===== config.mk =====
export PLATFORM = sky130hd
export DESIGN_NAME = muldiv_unit_flat
export DESIGN_NICKNAME = d
export VERILOG_FILES = /design/src/rtl/muldiv_unit_if.sv /design/src/rtl/muldiv_unit.sv /design/src/flat_wrapper.sv
export SDC_FILE = /design/constraint.sdc
export NUM_CORES = 1
export LEC_CHECK = 0
export ABC_CLOCK_PERIOD_IN_PS = 3600
export BUFFER_PORTS_ARGS = -buffer_cell sky130_fd_sc_hd__buf_2
export CORE_MARGIN = 5
export CORE_UTILIZATION = 45
export DETAILED_ROUTE_END_ITERATION = 16
export GPL_TIMING_DRIVEN = 0
export PLACE_DENSITY_LB_ADDON = 0.12
export SYNTH_ARGS = -nofsm -noshare
export SYNTH_HDL_FRONTEND = slang
export SYNTH_SLANG_ARGS = --single-unit

===== constraint.sdc =====
create_clock -name clk -period 3.6 [get_ports clk]
set_clock_uncertainty 0.1 [all_clocks]
set_input_delay 0.18 -clock clk [delete_from_list [all_inputs] [get_ports clk]]
set_output_delay 0.18 -clock clk [all_outputs]
set_load 0.02 [all_outputs]

===== src/rtl/muldiv_unit_if.sv =====
// muldiv_unit_if: request/response bundle for the iterative multiply/divide unit.
//   start/op/a/b            : operation request (requester -> unit)
//   busy/done/hi/lo/div_by_zero : status and result (unit -> requester)
interface muldiv_unit_if #(
    parameter int unsigned WIDTH = 32
);
    logic             start;
    logic [1:0]       op;
    logic [WIDTH-1:0] a;
    logic [WIDTH-1:0] b;
    logic             busy;
    logic             done;
    logic [WIDTH-1:0] hi;
    logic [WIDTH-1:0] lo;
    logic             div_by_zero;

    modport master (
        output start, op, a, b,
        input  busy, done, hi, lo, div_by_zero
    );

    modport slave (
        input  start, op, a, b,
        output busy, done, hi, lo, div_by_zero
    );
endinterface


===== src/rtl/muldiv_unit.sv =====
// muldiv_unit: multi-cycle signed/unsigned multiply and divide.
//   clk   : clock, rising edge
//   rst_n : asynchronous active-low reset
//   bus   : muldiv_unit_if slave port
//           op 00 MULT, 01 MULTU, 10 DIV, 11 DIVU
//           MULT*: {hi,lo} = a*b ; DIV*: lo = quotient, hi = remainder
//           done pulses one cycle WIDTH+1 edges after the accepting edge.
// Signed operations run on magnitudes; signs are re-applied in FIX.
module muldiv_unit #(
    parameter int unsigned WIDTH = 32
) (
    input  logic          clk,
    input  logic          rst_n,
    muldiv_unit_if.slave  bus
);
    localparam int unsigned CNT_W = $clog2(WIDTH);
    localparam int unsigned PW    = 2 * WIDTH;

    typedef enum logic [1:0] {
        IDLE = 2'd0,
        CALC = 2'd1,
        FIX  = 2'd2,
        DONE = 2'd3
    } state_t;

    state_t           state_q, state_d;
    logic [CNT_W-1:0] cnt_q, cnt_d;
    logic [WIDTH-1:0] acc_hi_q, acc_hi_d;   // partial product high / partial remainder
    logic [WIDTH-1:0] acc_lo_q, acc_lo_d;   // multiplier shifting out / quotient shifting in
    logic [WIDTH-1:0] opd_q, opd_d;         // multiplicand or divisor magnitude
    logic             is_div_q, is_div_d;
    logic             neg_q_q, neg_q_d;     // product / quotient negative
    logic             neg_r_q, neg_r_d;     // remainder negative (dividend sign)
    logic             bzero_q, bzero_d;
    logic             busy_q, busy_d;
    logic             done_q, done_d;
    logic [WIDTH-1:0] hi_q, hi_d;
    logic [WIDTH-1:0] lo_q, lo_d;
    logic             dbz_q, dbz_d;

    // Operand conditioning at capture
    logic             signed_op;
    logic             a_neg, b_neg;
    logic [WIDTH-1:0] a_mag, b_mag;

    assign signed_op = ~bus.op[0];
    assign a_neg     = signed_op & bus.a[WIDTH-1];
    assign b_neg     = signed_op & bus.b[WIDTH-1];
    assign a_mag     = a_neg ? ({WIDTH{1'b0}} - bus.a) : bus.a;
    assign b_mag     = b_neg ? ({WIDTH{1'b0}} - bus.b) : bus.b;

    // Single-step datapath
    logic [WIDTH:0]   mul_sum;
    logic [WIDTH:0]   div_trial;
    logic [WIDTH:0]   div_diff;
    logic [PW-1:0]    prod, prod_neg;
    logic [WIDTH-1:0] rem_neg, quo_neg;

    assign mul_sum   = {1'b0, acc_hi_q} + (acc_lo_q[0] ? {1'b0, opd_q} : {(WIDTH+1){1'b0}});
    // Partial remainder < divisor, so the shifted trial always fits WIDTH+1 bits.
    assign div_trial = {acc_hi_q, acc_lo_q[WIDTH-1]};
    assign div_diff  = div_trial - {1'b0, opd_q};
    assign prod      = {acc_hi_q, acc_lo_q};
    assign prod_neg  = {PW{1'b0}} - prod;
    assign rem_neg   = {WIDTH{1'b0}} - acc_hi_q;
    assign quo_neg   = {WIDTH{1'b0}} - acc_lo_q;

    // Next-state and datapath update
    always_comb begin
        state_d  = state_q;
        cnt_d    = cnt_q;
        acc_hi_d = acc_hi_q;
        acc_lo_d = acc_lo_q;
        opd_d    = opd_q;
        is_div_d = is_div_q;
        neg_q_d  = neg_q_q;
        neg_r_d  = neg_r_q;
        bzero_d  = bzero_q;
        busy_d   = busy_q;
        done_d   = 1'b0;
        hi_d     = hi_q;
        lo_d     = lo_q;
        dbz_d    = dbz_q;

        unique case (state_q)
            IDLE: begin
                if (bus.start) begin
                    state_d  = CALC;
                    busy_d   = 1'b1;
                    cnt_d    = '0;
                    acc_hi_d = '0;
                    is_div_d = bus.op[1];
                    acc_lo_d = bus.op[1] ? a_mag : b_mag;
                    opd_d    = bus.op[1] ? b_mag : a_mag;
                    neg_q_d  = a_neg ^ b_neg;
                    neg_r_d  = a_neg;
                    bzero_d  = (bus.b == {WIDTH{1'b0}});
                end
            end
            CALC: begin
                if (is_div_q) begin
                    if (!div_diff[WIDTH]) begin
                        acc_hi_d = div_diff[WIDTH-1:0];
                        acc_lo_d = {acc_lo_q[WIDTH-2:0], 1'b1};
                    end else begin
                        acc_hi_d = div_trial[WIDTH-1:0];
                        acc_lo_d = {acc_lo_q[WIDTH-2:0], 1'b0};
                    end
                end else begin
                    acc_hi_d = mul_sum[WIDTH:1];
                    acc_lo_d = {mul_sum[0], acc_lo_q[WIDTH-1:1]};
                end
                cnt_d = cnt_q + CNT_W'(1);
                if (cnt_q == CNT_W'(WIDTH - 1)) begin
                    state_d = FIX;
                end
            end
            FIX: begin
                state_d = DONE;
                busy_d  = 1'b0;
                done_d  = 1'b1;
                if (is_div_q) begin
                    // Divide by zero leaves the dividend magnitude as remainder;
                    // restoring its sign yields the original a.
                    hi_d  = neg_r_q ? rem_neg : acc_hi_q;
                    lo_d  = bzero_q ? {WIDTH{1'b1}} : (neg_q_q ? quo_neg : acc_lo_q);
                    dbz_d = bzero_q;
                end else begin
                    {hi_d, lo_d} = neg_q_q ? prod_neg : prod;
                    dbz_d        = 1'b0;
                end
            end
            DONE: begin
                state_d = IDLE;
            end
            default: begin
                state_d = IDLE;
            end
        endcase
    end

    // State and datapath registers
    always_ff @(posedge clk or negedge rst_n) begin
        if (!rst_n) begin
            state_q  <= IDLE;
            cnt_q    <= '0;
            acc_hi_q <= '0;
            acc_lo_q <= '0;
            opd_q    <= '0;
            is_div_q <= 1'b0;
            neg_q_q  <= 1'b0;
            neg_r_q  <= 1'b0;
            bzero_q  <= 1'b0;
            busy_q   <= 1'b0;
            done_q   <= 1'b0;
            hi_q     <= '0;
            lo_q     <= '0;
            dbz_q    <= 1'b0;
        end else begin
            state_q  <= state_d;
            cnt_q    <= cnt_d;
            acc_hi_q <= acc_hi_d;
            acc_lo_q <= acc_lo_d;
            opd_q    <= opd_d;
            is_div_q <= is_div_d;
            neg_q_q  <= neg_q_d;
            neg_r_q  <= neg_r_d;
            bzero_q  <= bzero_d;
            busy_q   <= busy_d;
            done_q   <= done_d;
            hi_q     <= hi_d;
            lo_q     <= lo_d;
            dbz_q    <= dbz_d;
        end
    end

    assign bus.busy        = busy_q;
    assign bus.done        = done_q;
    assign bus.hi          = hi_q;
    assign bus.lo          = lo_q;
    assign bus.div_by_zero = dbz_q;

endmodule


===== src/flat_wrapper.sv =====
// flat-port wrapper written by rule: the top's interface ports become plain ports
module muldiv_unit_flat 
#(
    parameter int unsigned WIDTH = 32
)
  (clk, rst_n, bus_start, bus_op, bus_a, bus_b, bus_busy, bus_done, bus_hi, bus_lo, bus_div_by_zero);
  muldiv_unit_if #(.WIDTH(WIDTH)) bus_i ();
  input  logic clk;
  input  logic rst_n;
  input wire logic [$bits(bus_i.start)-1:0] bus_start;
  input wire logic [$bits(bus_i.op)-1:0] bus_op;
  input wire logic [$bits(bus_i.a)-1:0] bus_a;
  input wire logic [$bits(bus_i.b)-1:0] bus_b;
  output wire logic [$bits(bus_i.busy)-1:0] bus_busy;
  output wire logic [$bits(bus_i.done)-1:0] bus_done;
  output wire logic [$bits(bus_i.hi)-1:0] bus_hi;
  output wire logic [$bits(bus_i.lo)-1:0] bus_lo;
  output wire logic [$bits(bus_i.div_by_zero)-1:0] bus_div_by_zero;
  assign bus_i.start = bus_start;
  assign bus_i.op = bus_op;
  assign bus_i.a = bus_a;
  assign bus_i.b = bus_b;
  assign bus_busy = bus_i.busy;
  assign bus_done = bus_i.done;
  assign bus_hi = bus_i.hi;
  assign bus_lo = bus_i.lo;
  assign bus_div_by_zero = bus_i.div_by_zero;
  muldiv_unit #(.WIDTH(WIDTH)) u_core (.clk(clk), .rst_n(rst_n), .bus(bus_i));
endmodule

==> summary.txt, run 1 <==
Global routing
  • Largest net degree at the start of global routing: 114
  • First-pass GRT wire length: 83,080 µm
  • Vias in the first global route: 14,390
  • Global Route Usage Sum: 29.12%
  • Global route total overflow: 0
  • Initial antenna violation count: 0

Finish
  • Synth-to-layout area growth: 14.67%
  • Nets@finish: 2,159
  • Share of cells above drive strength 1: 13.46%
  • Most common cell after layout, fill and taps aside: nor2_1
  • # diodes: 0
  • Commonest cells after routing, fill and taps aside: nor2_1, a21oi_1, dfrtp_1

Routing
  • WL/cell: 21.58 µm
  • Final ANT Viol Nets: 0
  • WL final: 53,310 µm
  • DR iter-0 viols: 1,446
  • DRC Markers: 0
  • DR vias: 14,710
  • DRT Pass-1 Iters: 6
  • Post-DR vias/cell: 5.956

STA
  • Fmax achieved: 281.2 MHz
  • Final setup viols: 0
  • Final Hold Viols: 0
  • Period minus WS final: 3.556 ns
  • Slew margin rel.: 37.76%
  • RSZ-0062 raised after global routing: yes
  • Worst-margin pin slew: 0.9336 ns
  • Min setup slack post-route: 0.04394 ns
  • Slew Limit Fails: 0
  • Setup_tns: 0 ns
  • Crit share post-route: 98.78%

Setup path
  • Slowest stage delay, CP: 0.42 ns
  • Worst r2r path cells: 13
  • Crit path cell chain: and2_1, ha_1, inv_1, fa_1, nand2b_1, a21oi_2, o21a_1, and3b_2, o31ai_1, a21oi_2, xnor2_1, o221ai_1, o21ai_0
  • Critical path endpoint category: flip-flop
  • Critical path required time: 3.86 ns
  • CP Launch Type: flip-flop
  • Critical-path maximum fanout: 4
  • Most frequent cell on the critical path: a21oi_2
  • Slowest-stage cell, CP: dfrtp_2
  • CP Class: reg -> reg
  • Arrival time worst endpoint: 3.81 ns

Pwr
  • Sequential Power Share: 22.3%
  • Sw frac: 52.85%
  • Clk pwr share: 10.7%
  • Pleak: 0.007288 µW
  • Pwr per Cell Area: 1043 nW/µm²
  • Sw Pwr: 9230 µW
  • Internal power: 8236 µW
  • Max rail drop VDD: 0.5151 mV
  • Logic pwr share: 67.0%

Synth
  • Yosys reg bits: 174
  • Post-synth EDFFs: 0
  • Synth Warn #: 0
  • Post-synthesis sequential area ratio: 29.80%
  • Syn Area/Cell: 7.915 µm²
  • Synth Flop Type: dfrtp_1
  • FFs w/ async S/R, synth: 100.0%
  • Mapped cell area: 14,610 µm²
  • Yosys cell types: 77
  • Syn Inst Count: 1,846
  • Post-synth net total: 1,990

Clock network
  • CTS max path bufs: 2
  • Root Driver: clkbuf_16
  • Skew-Pair Late Insertion Delay: 0.44 ns
  • Num CTS Buffers: 17
  • Clock tree from TritonCTS: yes
  • Clock sink total: 174
  • Clock slew at reported path FFs: 0.07 ns
  • H-tree depth: 4

Floorplanning
  • Die Ht: 190.2 µm
  • Die ar.: 36,170 µm²
  • Die width: 190.2 µm
  • # rows: 66
  • Starting Density: 45.25%
  • Core footprint: 32,290 µm²
  • Io pins: 136

Outcome
  • Run status: complete, no violations

Worst hold path
  • Worst min-delay path category: in -> reg
  • WHS Path Cells: 3

Placement
  • HPWL after DPL: 41,730 µm
  • Port bufs: 135
  • Place WS: -0.9067 ns
  • GPL Wtd Cong: 0.9719

Run
  • Max_cap viols: 0
per-layer routing:
layer / track usage [%] / vias up / part of all wire [%]
met4: 9.006 / 0 / 3.5
met2: 48.20 / 566 / 47
li1: - / 6945 / -
met5: 0 / - / 0
met3: 3.523 / 83 / 5.9
met1: 40.09 / 7118 / 44
layout make-up:
| class | count | area (µm²) |
|---|---|---|
| fillers | 3268 | 15530 |
| multi-input cells | 1500 | 9757 |
| flip-flops and latches | 174 | 4358 |
| repair buffers | 152 | 843.3 |
| well taps | 442 | 553.0 |
| clock buffers | 20 | 446.7 |
| plain buffers | 99 | 407.9 |
| inverters | 71 | 269.0 |
| clock inverters | 12 | 118.9 |
sequential cells by signal (all words and copies together), names as in the netlist, 2 cells and up:
signal and count:
u_core.acc_hi_q 32, u_core.opd_q 32, u_core.cnt_q 5, u_core.state_q 2, u_core.bus.lo 32, u_core.acc_lo_q 32
u_core.bus.hi 32
worst max-delay path: cells and delay by family (launching register included):
kind	cells	cell delay [ns]
buffers and inverters	1	0.07
DFF	1	0.42
AOI/OAI and AO/OA	6	1.34
adders and majority gates	2	0.59
and+or+nand+nor	3	0.63
xor gates and xnor gates	1	0.33
cell usage after synthesis, drive strengths merged (26+ instances only):
| cell | instances | share of area (%) |
|---|---|---|
| dfrtp | 174 | 30 |
| mux2 | 34 | 2.6 |
| a21oi | 221 | 7.6 |
| clkbuf | 88 | 2.3 |
| nand2 | 153 | 3.9 |
| o31ai | 27 | 1.4 |
| nor3 | 40 | 1.4 |
| o21ai | 152 | 5.3 |
| xor2 | 89 | 5.3 |
| nor2 | 231 | 5.9 |
| a211oi | 29 | 1.5 |
| inv | 70 | 1.8 |
| ha | 73 | 6.3 |
| mux2i | 49 | 3.4 |
| nand3 | 26 | 0.89 |
| xnor2 | 87 | 5.3 |
| a21o | 29 | 1.5 |
metrics by stage:
stage | power, µW | instances | instance area, µm² | hold slack [ns] | utilization, %
after global routing | 18710 | 2470 | 16750 | 0.09877 | 51.89
after floorplan | 11570 | 1846 | 14610 | -0.2156 | -
final | 17470 | 2470 | 16750 | 0.08704 | 51.89
after global placement | 14890 | 2423 | 15840 | 0.3639 | 49.05
after CTS | 17190 | 2465 | 16620 | 0.07049 | 51.46
after detailed placement | 15010 | 2424 | 15880 | 0.04882 | 49.17
logic make-up after synthesis:
kind of cell	count (synthesis)	share of synthesized area [%]
XOR/XNOR	176	10.60
buffers and inverters	172	4.462
flip-flops	174	29.80
multiplexers	83	5.978
AO/OA/AOI/OAI	585	24.31
AND/OR/NAND/NOR	581	18.32
adder cells (fa/ha/maj)	75	6.526
path summary, 6_finish.rpt:
path	from	to	slack (ns)
min in group asynchronous	rst_n	u_core.bus.lo[9]$_DFFE_PN0P_	0.16
max in group asynchronous	rst_n	u_core.acc_hi_q[0]$_DFFE_PN0P_	2.21
worst max register to register	u_core.acc_lo_q[0]$_DFFE_PN0P_	u_core.acc_hi_q[27]$_DFFE_PN0P_	0.04
worst min-delay path	bus_b[31]	u_core.bzero_q$_DFFE_PN0P_	0.09
worst max-delay path	u_core.acc_lo_q[0]$_DFFE_PN0P_	u_core.acc_hi_q[27]$_DFFE_PN0P_	0.04
worst min register to register	u_core.opd_q[15]$_DFFE_PN0P_	u_core.opd_q[15]$_DFFE_PN0P_	0.38
power groups by stage:
stage	registers [µW]	clock network [µW]	logic [µW]
finish	3900	1870	11700
global route	4020	1970	12700
CTS	3880	1880	11400
detailed placement	3910	0	11100
global placement	3880	0	11000
floorplan	3990	0	7580
repair_timing:
action | CTS | global route
hold endpoints to repair | 63 | 0
pin swaps | 6 | 6
hold buffers | 4 | 0
buffers inserted | 7 | 5
gates resized for setup | 32 | 19
endpoints found under the setup margin | 60 | 46
No activity file was read; power rests on OpenSTA's default activity.
==> run 2: changes to the inputs <==
--- a/config.mk
+++ b/config.mk
@@ -12,6 +12,7 @@
 export DETAILED_ROUTE_END_ITERATION = 16
 export GPL_TIMING_DRIVEN = 0
 export PLACE_DENSITY_LB_ADDON = 0.12
+export SETUP_SLACK_MARGIN = 0.15
 export SYNTH_ARGS = -nofsm -noshare
 export SYNTH_HDL_FRONTEND = slang
 export SYNTH_SLANG_ARGS = --single-unit
==> run 2 against run 1 <==
Compared with the run above: count of clock-buffer cells in the layout is the same; clock power is essentially flat; die area is the same; combinational power grew 7%; critical path depth grew 3; register-to-register slack gained 0.11 ns; flip-flop and latch count is the same.
==> summary.txt, run 2 (same netlist as run 1, synthesis figures left out) <==
Outcome
  • Run status: complete, no violations

Floorplanning
  • Die width: 190.2 µm (unchanged)
  • Starting Density: 45.25% (unchanged)
  • Die Ht: 190.2 µm (unchanged)
  • Core footprint: 32,290 µm² (unchanged)
  • Io pins: 136 (unchanged)
  • Die ar.: 36,170 µm² (unchanged)
  • # rows: 66 (unchanged)

Routing
  • Post-DR vias/cell: 5.972 (+0.27%)
  • WL final: 54,130 µm (+1.5%)
  • DRC Markers: 0 (unchanged)
  • DRT Pass-1 Iters: 5 (-1)
  • WL/cell: 21.69 µm (+0.47%)
  • DR vias: 14,910 (+1.3%)
  • DR iter-0 viols: 1,460 (+0.97%)
  • Final ANT Viol Nets: 0 (unchanged)

Pwr
  • Sequential Power Share: 21.4% (-0.9 points)
  • Sw Pwr: 9542 µW (+3.4%)
  • Sw frac: 52.28% (-0.56 points)
  • Max rail drop VDD: 0.5209 mV (+1.1%)
  • Internal power: 8708 µW (+5.7%)
  • Logic pwr share: 68.3% (+1.3 points)
  • Pleak: 0.007514 µW (+3.1%)
  • Pwr per Cell Area: 1048 nW/µm² (+0.56%)
  • Clk pwr share: 10.3% (-0.4 points)

Finish
  • Share of cells above drive strength 1: 17.23% (+3.8 points)
  • Post-layout util: 53.91% (+2.0 points)
  • Commonest cells after routing, fill and taps aside: nor2_1, a21oi_1, dfrtp_1
  • Synth-to-layout area growth: 19.15%
  • Most common cell after layout, fill and taps aside: nor2_1
  • Fillers: 3,205 (-1.9%)
  • Post-Layout Inst Area: 17,410 µm² (+3.9%)
  • Nets@finish: 2,185 (+1.2%)
  • # diodes: 0 (unchanged)

Clock network
  • Skew-Pair Late Insertion Delay: 0.45 ns (about the same)
  • Root Driver: clkbuf_16
  • Clock slew at reported path FFs: 0.07 ns (about the same)
  • Clock sink total: 174 (unchanged)
  • H-tree depth: 4 (unchanged)
  • Clock tree from TritonCTS: yes
  • CTS max path bufs: 2 (unchanged)
  • Num CTS Buffers: 17 (unchanged)

Global routing
  • Global Route Usage Sum: 29.36% (+0.23 points)
  • First-pass GRT wire length: 83,720 µm (+0.78%)
  • Vias in the first global route: 14,550 (+1.1%)
  • Global route total overflow: 0 (unchanged)
  • Largest net degree at the start of global routing: 114 (unchanged)
  • Initial antenna violation count: 0 (unchanged)

STA
  • Slew margin rel.: 33.17% (-4.6 points)
  • Final Hold Viols: 0 (unchanged)
  • Worst-margin pin slew: 1.002 ns (+0.06880 ns)
  • Crit share post-route: 95.84% (-2.9 points)
  • RSZ-0062 raised after global routing: yes
  • Fmax achieved: 289.8 MHz (+3.1%)
  • Period minus WS final: 3.450 ns (-0.1059 ns)
  • Final setup viols: 0 (unchanged)
  • Slew Limit Fails: 0 (unchanged)

Setup path
  • Critical path required time: 3.80 ns (-0.06 ns)
  • Critical-path maximum fanout: 6 (+2)
  • CP Class: reg -> reg
  • Critical path endpoint category: flip-flop
  • CP Launch Type: flip-flop
  • Arrival time worst endpoint: 3.65 ns (-0.16 ns)

Placement
  • Port bufs: 135 (unchanged)
  • HPWL after DPL: 41,730 µm (unchanged)
  • GPL Wtd Cong: 0.9719 (unchanged)
  • Area after DPL: 15,880 µm² (unchanged)

Worst hold path
  • Worst min-delay path category: in -> reg

Run
  • Max_cap viols: 0 (unchanged)
==> run 2: cell types whose count changed in the layout (fill, tap and decap cells not counted), moves of 6 or more <==
cell / previous run / this run
ha_4: 0 / 6
nor2_1: 230 / 224
o21ai_0: 139 / 133
buf_4: 12 / 31
ha_1: 73 / 64
a21oi_1: 214 / 203
o21ai_2: 2 / 8
a21oi_2: 7 / 13
==> run 2: timing repair <==
action                     CTS  global route
setup buffers               19            15
hold endpoints to repair    63             0
gates cloned                 2             1
pin swaps                   20            30
hold buffers                 4             0
setup endpoints to repair   62            51
resized for setup           71            81
==> run 2: final cells by class <==
class	instances	area [µm²]	area share [%]
sequential	174	4357	25.03
clock buffer	20	446.7	2.566
multi-input combinational	1500	10130	58.17
tap	442	553.0	3.177
clock inverter	12	118.9	0.6828
inverter	71	270.3	1.553
buffer	100	464.2	2.667
timing repair buffer	177	1072	6.160
==> run 2: power groups by stage <==
stage          registers [µW]  logic, µW  clock network, µW
6_report                 3910      12500               1870
5_1_grt                  4020      13500               1970
4_1_cts                  3880      11800               1880
3_5_place_dp             3910      11100                  0
3_3_place_gp             3880      11000                  0
2_1_floorplan            3990       7580                  0
==> run 2: final timing paths <==
| path | cells past startpoint | from | slack, ns | end |
|---|---|---|---|---|
| setup / recovery | 16 | u_core.acc_lo_q[0]$_DFFE_PN0P_ | 0.15 | u_core.acc_hi_q[31]$_DFFE_PN0P_ |
| setup reg to reg | 16 | u_core.acc_lo_q[0]$_DFFE_PN0P_ | 0.15 | u_core.acc_hi_q[31]$_DFFE_PN0P_ |
| min in group asynchronous | 2 | rst_n | 0.16 | u_core.bus.lo[9]$_DFFE_PN0P_ |
| hold / removal | 3 | bus_b[31] | 0.08 | u_core.bzero_q$_DFFE_PN0P_ |
| max in group asynchronous | 3 | rst_n | 2.25 | u_core.acc_hi_q[0]$_DFFE_PN0P_ |
| hold reg to reg | 2 | u_core.opd_q[15]$_DFFE_PN0P_ | 0.38 | u_core.opd_q[15]$_DFFE_PN0P_ |
==> run 2: routing by layer <==
| metal | global-route usage, % | part of all wire (%) | up-vias |
|---|---|---|---|
| met2 | 48.38 | 48 | 605 |
| met5 | 0 | 0 | - |
| met3 | 3.651 | 6.2 | 77 |
| met1 | 40.43 | 43 | 7225 |
| li1 | - | - | 7000 |
| met4 | 9.309 | 3.5 | 0 |
==> run 2: critical path, cell delays in order (launching register included) <==
cell,delay [ns]
dfrtp_1,0.34
clkbuf_8,0.13
clkinvlp_4,0.17
buf_4,0.20
buf_12,0.13
nor2_1,0.11
ha_1,0.28
buf_4,0.16
nand2b_4,0.08
a21oi_4,0.08
o21a_1,0.27
and3b_2,0.38
o31ai_4,0.08
a21oi_2,0.20
o21ai_2,0.11
a2111oi_4,0.38
o41ai_2,0.10
==> run 2: per-stage QoR <==
stage / power (µW) / hold WS, ns / setup WS, ns / TNS (ns) / instances
global placement: 14890 / 0.3639 / -0.8919 / -147.99 / 2423
detailed placement: 15010 / 0.04882 / -0.9067 / -32.10 / 2424
floorplan: 11570 / -0.2156 / 0.2043 / 0 / 1846
finish: 18250 / 0.08449 / 0.1498 / 0 / 2496
CTS: 17530 / 0.07049 / 0.09787 / 0 / 2481
global route: 19520 / 0.09877 / 0.03950 / 0 / 2496
==> run 3: changes to the inputs <==
--- a/config.mk
+++ b/config.mk
@@ -8,7 +8,7 @@
 export ABC_CLOCK_PERIOD_IN_PS = 3600
 export BUFFER_PORTS_ARGS = -buffer_cell sky130_fd_sc_hd__buf_2
 export CORE_MARGIN = 5
-export CORE_UTILIZATION = 45
+export CORE_UTILIZATION = 55
 export DETAILED_ROUTE_END_ITERATION = 16
 export GPL_TIMING_DRIVEN = 0
 export PLACE_DENSITY_LB_ADDON = 0.12
==> run 3 against run 2 <==
Compared with the run above: sequential power about the same; combinational power down 4%; non-clock buffer count down 23; die area down 17%; hold slack worse by 0.057 ns; power down 1.7%; wire length down 4.3%; sequential share of layout area up 0.77 points; highest routed layer unchanged.
==> summary.txt, run 3 (same netlist as run 1, synthesis figures left out) <==
Outcome
  • Run status: complete, no violations

STA
  • RSZ-0062 raised after global routing: yes
  • Slew Limit Fails: 0 (unchanged)
  • Crit share post-route: 98.15% (+2.3 points)
  • Slew margin rel.: 37.64% (+4.5 points)
  • Hold slack final: 0.02746 ns (-0.05703 ns)
  • Final Hold Viols: 0 (unchanged)
  • Final setup viols: 0 (unchanged)
  • Period minus WS final: 3.533 ns (+0.08313 ns)
  • Fmax achieved: 283.0 MHz (-2.4%)
  • Min setup slack post-route: 0.06669 ns (-0.08313 ns)
  • Worst-margin pin slew: 0.9355 ns (-0.06696 ns)
  • Setup_tns: 0 ns (unchanged)

Routing
  • WL/cell: 21.88 µm (+0.89%)
  • DR iter-0 viols: 1,461 (+0.068%)
  • DRT Pass-1 Iters: 6 (+1)
  • WL final: 51,790 µm (-4.3%)
  • Post-DR vias/cell: 6.357 (+6.4%)
  • DRC Markers: 0 (unchanged)
  • Final ANT Viol Nets: 0 (unchanged)
  • DR vias: 15,050 (+0.93%)

Clock network
  • Clock tree from TritonCTS: yes
  • H-tree depth: 4 (unchanged)
  • Skew-Pair Late Insertion Delay: 0.45 ns (about the same)
  • Clock sink total: 174 (unchanged)
  • CTS max path bufs: 2 (unchanged)
  • Root Driver: clkbuf_16
  • Num CTS Buffers: 17 (unchanged)
  • Clock slew at reported path FFs: 0.09 ns (+0.02 ns)

Global routing
  • Global route total overflow: 0 (unchanged)
  • Vias in the first global route: 14,780 (+1.6%)
  • Global Route Usage Sum: 33.58% (+4.2 points)
  • Initial antenna violation count: 0 (unchanged)
  • First-pass GRT wire length: 81,550 µm (-2.6%)
  • Largest net degree at the start of global routing: 109 (-4.4%)

Finish
  • Most common cell after layout, fill and taps aside: nor2_1
  • Post-Layout Inst Area: 16,890 µm² (-3.0%)
  • Synth-to-layout area growth: 15.59%
  • Commonest cells after routing, fill and taps aside: nor2_1, a21oi_1, dfrtp_1
  • # diodes: 0 (unchanged)
  • Nets@finish: 2,163 (-1.0%)
  • Fillers: 2,382 (-26%)
  • Non-Filler Instances: 2,367 (-5.2%)
  • Share of cells above drive strength 1: 14.67% (-2.6 points)

Setup path
  • CP Class: reg -> reg
  • Slowest-stage cell, CP: dfrtp_1
  • Crit path cell chain: clkbuf_8, clkinvlp_4, clkbuf_8, nor2_1, ha_1, a21o_1, a211o_1, o21a_1, o21ai_1, a21oi_1, a211o_1, a21oi_1, xor2_1, o221ai_1
  • Critical path required time: 3.81 ns (about the same)
  • Arrival time worst endpoint: 3.75 ns (+0.10 ns)
  • Critical path endpoint category: flip-flop
  • Slowest stage delay, CP: 0.35 ns (-0.03 ns)
  • Critical-path maximum fanout: 10 (+4)
  • CP Launch Type: flip-flop

Worst hold path
  • Worst min-delay path category: in -> reg

Floorplanning
  • Core footprint: 26,130 µm² (-19%)
  • Starting Density: 55.91% (+11 points)
  • Die ar.: 29,920 µm² (-17%)
  • Die Ht: 173.0 µm (-9.0%)
  • # rows: 59 (-11%)
  • Die width: 173.0 µm (-9.0%)
  • Io pins: 136 (unchanged)

Placement
  • Placed insts: 2,317 (-4.4%)
  • Port bufs: 135 (unchanged)
  • HPWL after DPL: 39,780 µm (-4.7%)
  • GPL Wtd Cong: 0.9871 (+1.6%)
  • Place WS: -0.9503 ns (-0.04359 ns)
  • Area after DPL: 15,740 µm² (-0.84%)

Pwr
  • Pleak: 0.007389 µW (-1.7%)
  • Max rail drop VDD: 0.4603 mV (-12%)
  • Pwr per Cell Area: 1062 nW/µm² (+1.3%)

Run
  • Max_cap viols: 0 (unchanged)
==> run 3: changes by cell type in the layout (fill, tap and decap cells not counted), sizes merged <==
cell,before,now
inv,77,82
o21ai,152,153
clkbuf,105,104
buf,188,164
clkinv,5,3
dlygate4sd3,4,3
==> run 3: cell type report <==
type	count	area, µm²	share of cell area (%)
Tap cell	335	419.2	2.482
Timing Repair Buffer	153	852.1	5.045
Inverter	71	270.3	1.600
Clock buffer	17	425.4	2.519
Clock inverter	15	220.2	1.304
Multi-Input combinational cell	1501	9898	58.61
Buffer	101	446.7	2.645
Sequential cell	174	4357	25.80
==> run 3: metal layers <==
| layer | GRT usage (%) | share of wire (%) |
|---|---|---|
| met1 | 44.30 | 42 |
| met5 | 0 | 0 |
| met4 | 14.50 | 5.0 |
| met2 | 55.18 | 46 |
| met3 | 5.087 | 6.9 |
==> run 3: final timing paths <==
| kind | endpoint | start | slack (ns) | cells after the start |
|---|---|---|---|---|
| setup / recovery | u_core.acc_hi_q[21]$_DFFE_PN0P_ | u_core.acc_lo_q[0]$_DFFE_PN0P_ | 0.07 | 14 |
| hold / removal | u_core.bus.busy$_DFFE_PN0P_ | bus_start | 0.03 | 3 |
| setup reg to reg | u_core.acc_hi_q[21]$_DFFE_PN0P_ | u_core.acc_lo_q[0]$_DFFE_PN0P_ | 0.07 | 14 |
| hold reg to reg | u_core.opd_q[17]$_DFFE_PN0P_ | u_core.opd_q[17]$_DFFE_PN0P_ | 0.39 | 2 |
| max in group asynchronous | u_core.acc_hi_q[0]$_DFFE_PN0P_ | rst_n | 2.28 | 3 |
| min in group asynchronous | u_core.bus.lo[11]$_DFFE_PN0P_ | rst_n | 0.13 | 2 |
==> run 3: critical path: cells and delay by family (launching register included) <==
kind	cells	cell delay [ns]
xor gates and xnor gates	1	0.27
buffers and inverters	3	0.61
adders and majority gates	1	0.29
DFF	1	0.35
and+or+nand+nor	1	0.12
AOI/OAI and AO/OA	8	1.64
==> run 3: what timing repair did <==
action | CTS | global route
endpoints found under the hold margin | 67 | 0
setup buffers | 10 | 4
cloned | 1 | 0
setup endpoints to repair | 61 | 50
hold buffers | 3 | 0
resized for setup | 53 | 37
pin swaps | 10 | 12
==> run 3: stage by stage <==
stage               power (µW)  util (%)
detailed placement       14880     60.24
CTS                      17440     63.89
global route             19130     64.63
floorplan                11570         -
global placement         14680     60.10
finish                   17930     64.63
==> run 3: report_power, final <==
part | internal (µW) | leakage [µW] | switching (µW)
Clock | 995 | 0.000311 | 1080
Combinational | 4550 | 0.00500 | 7410
Sequential | 2880 | 0.00208 | 1020
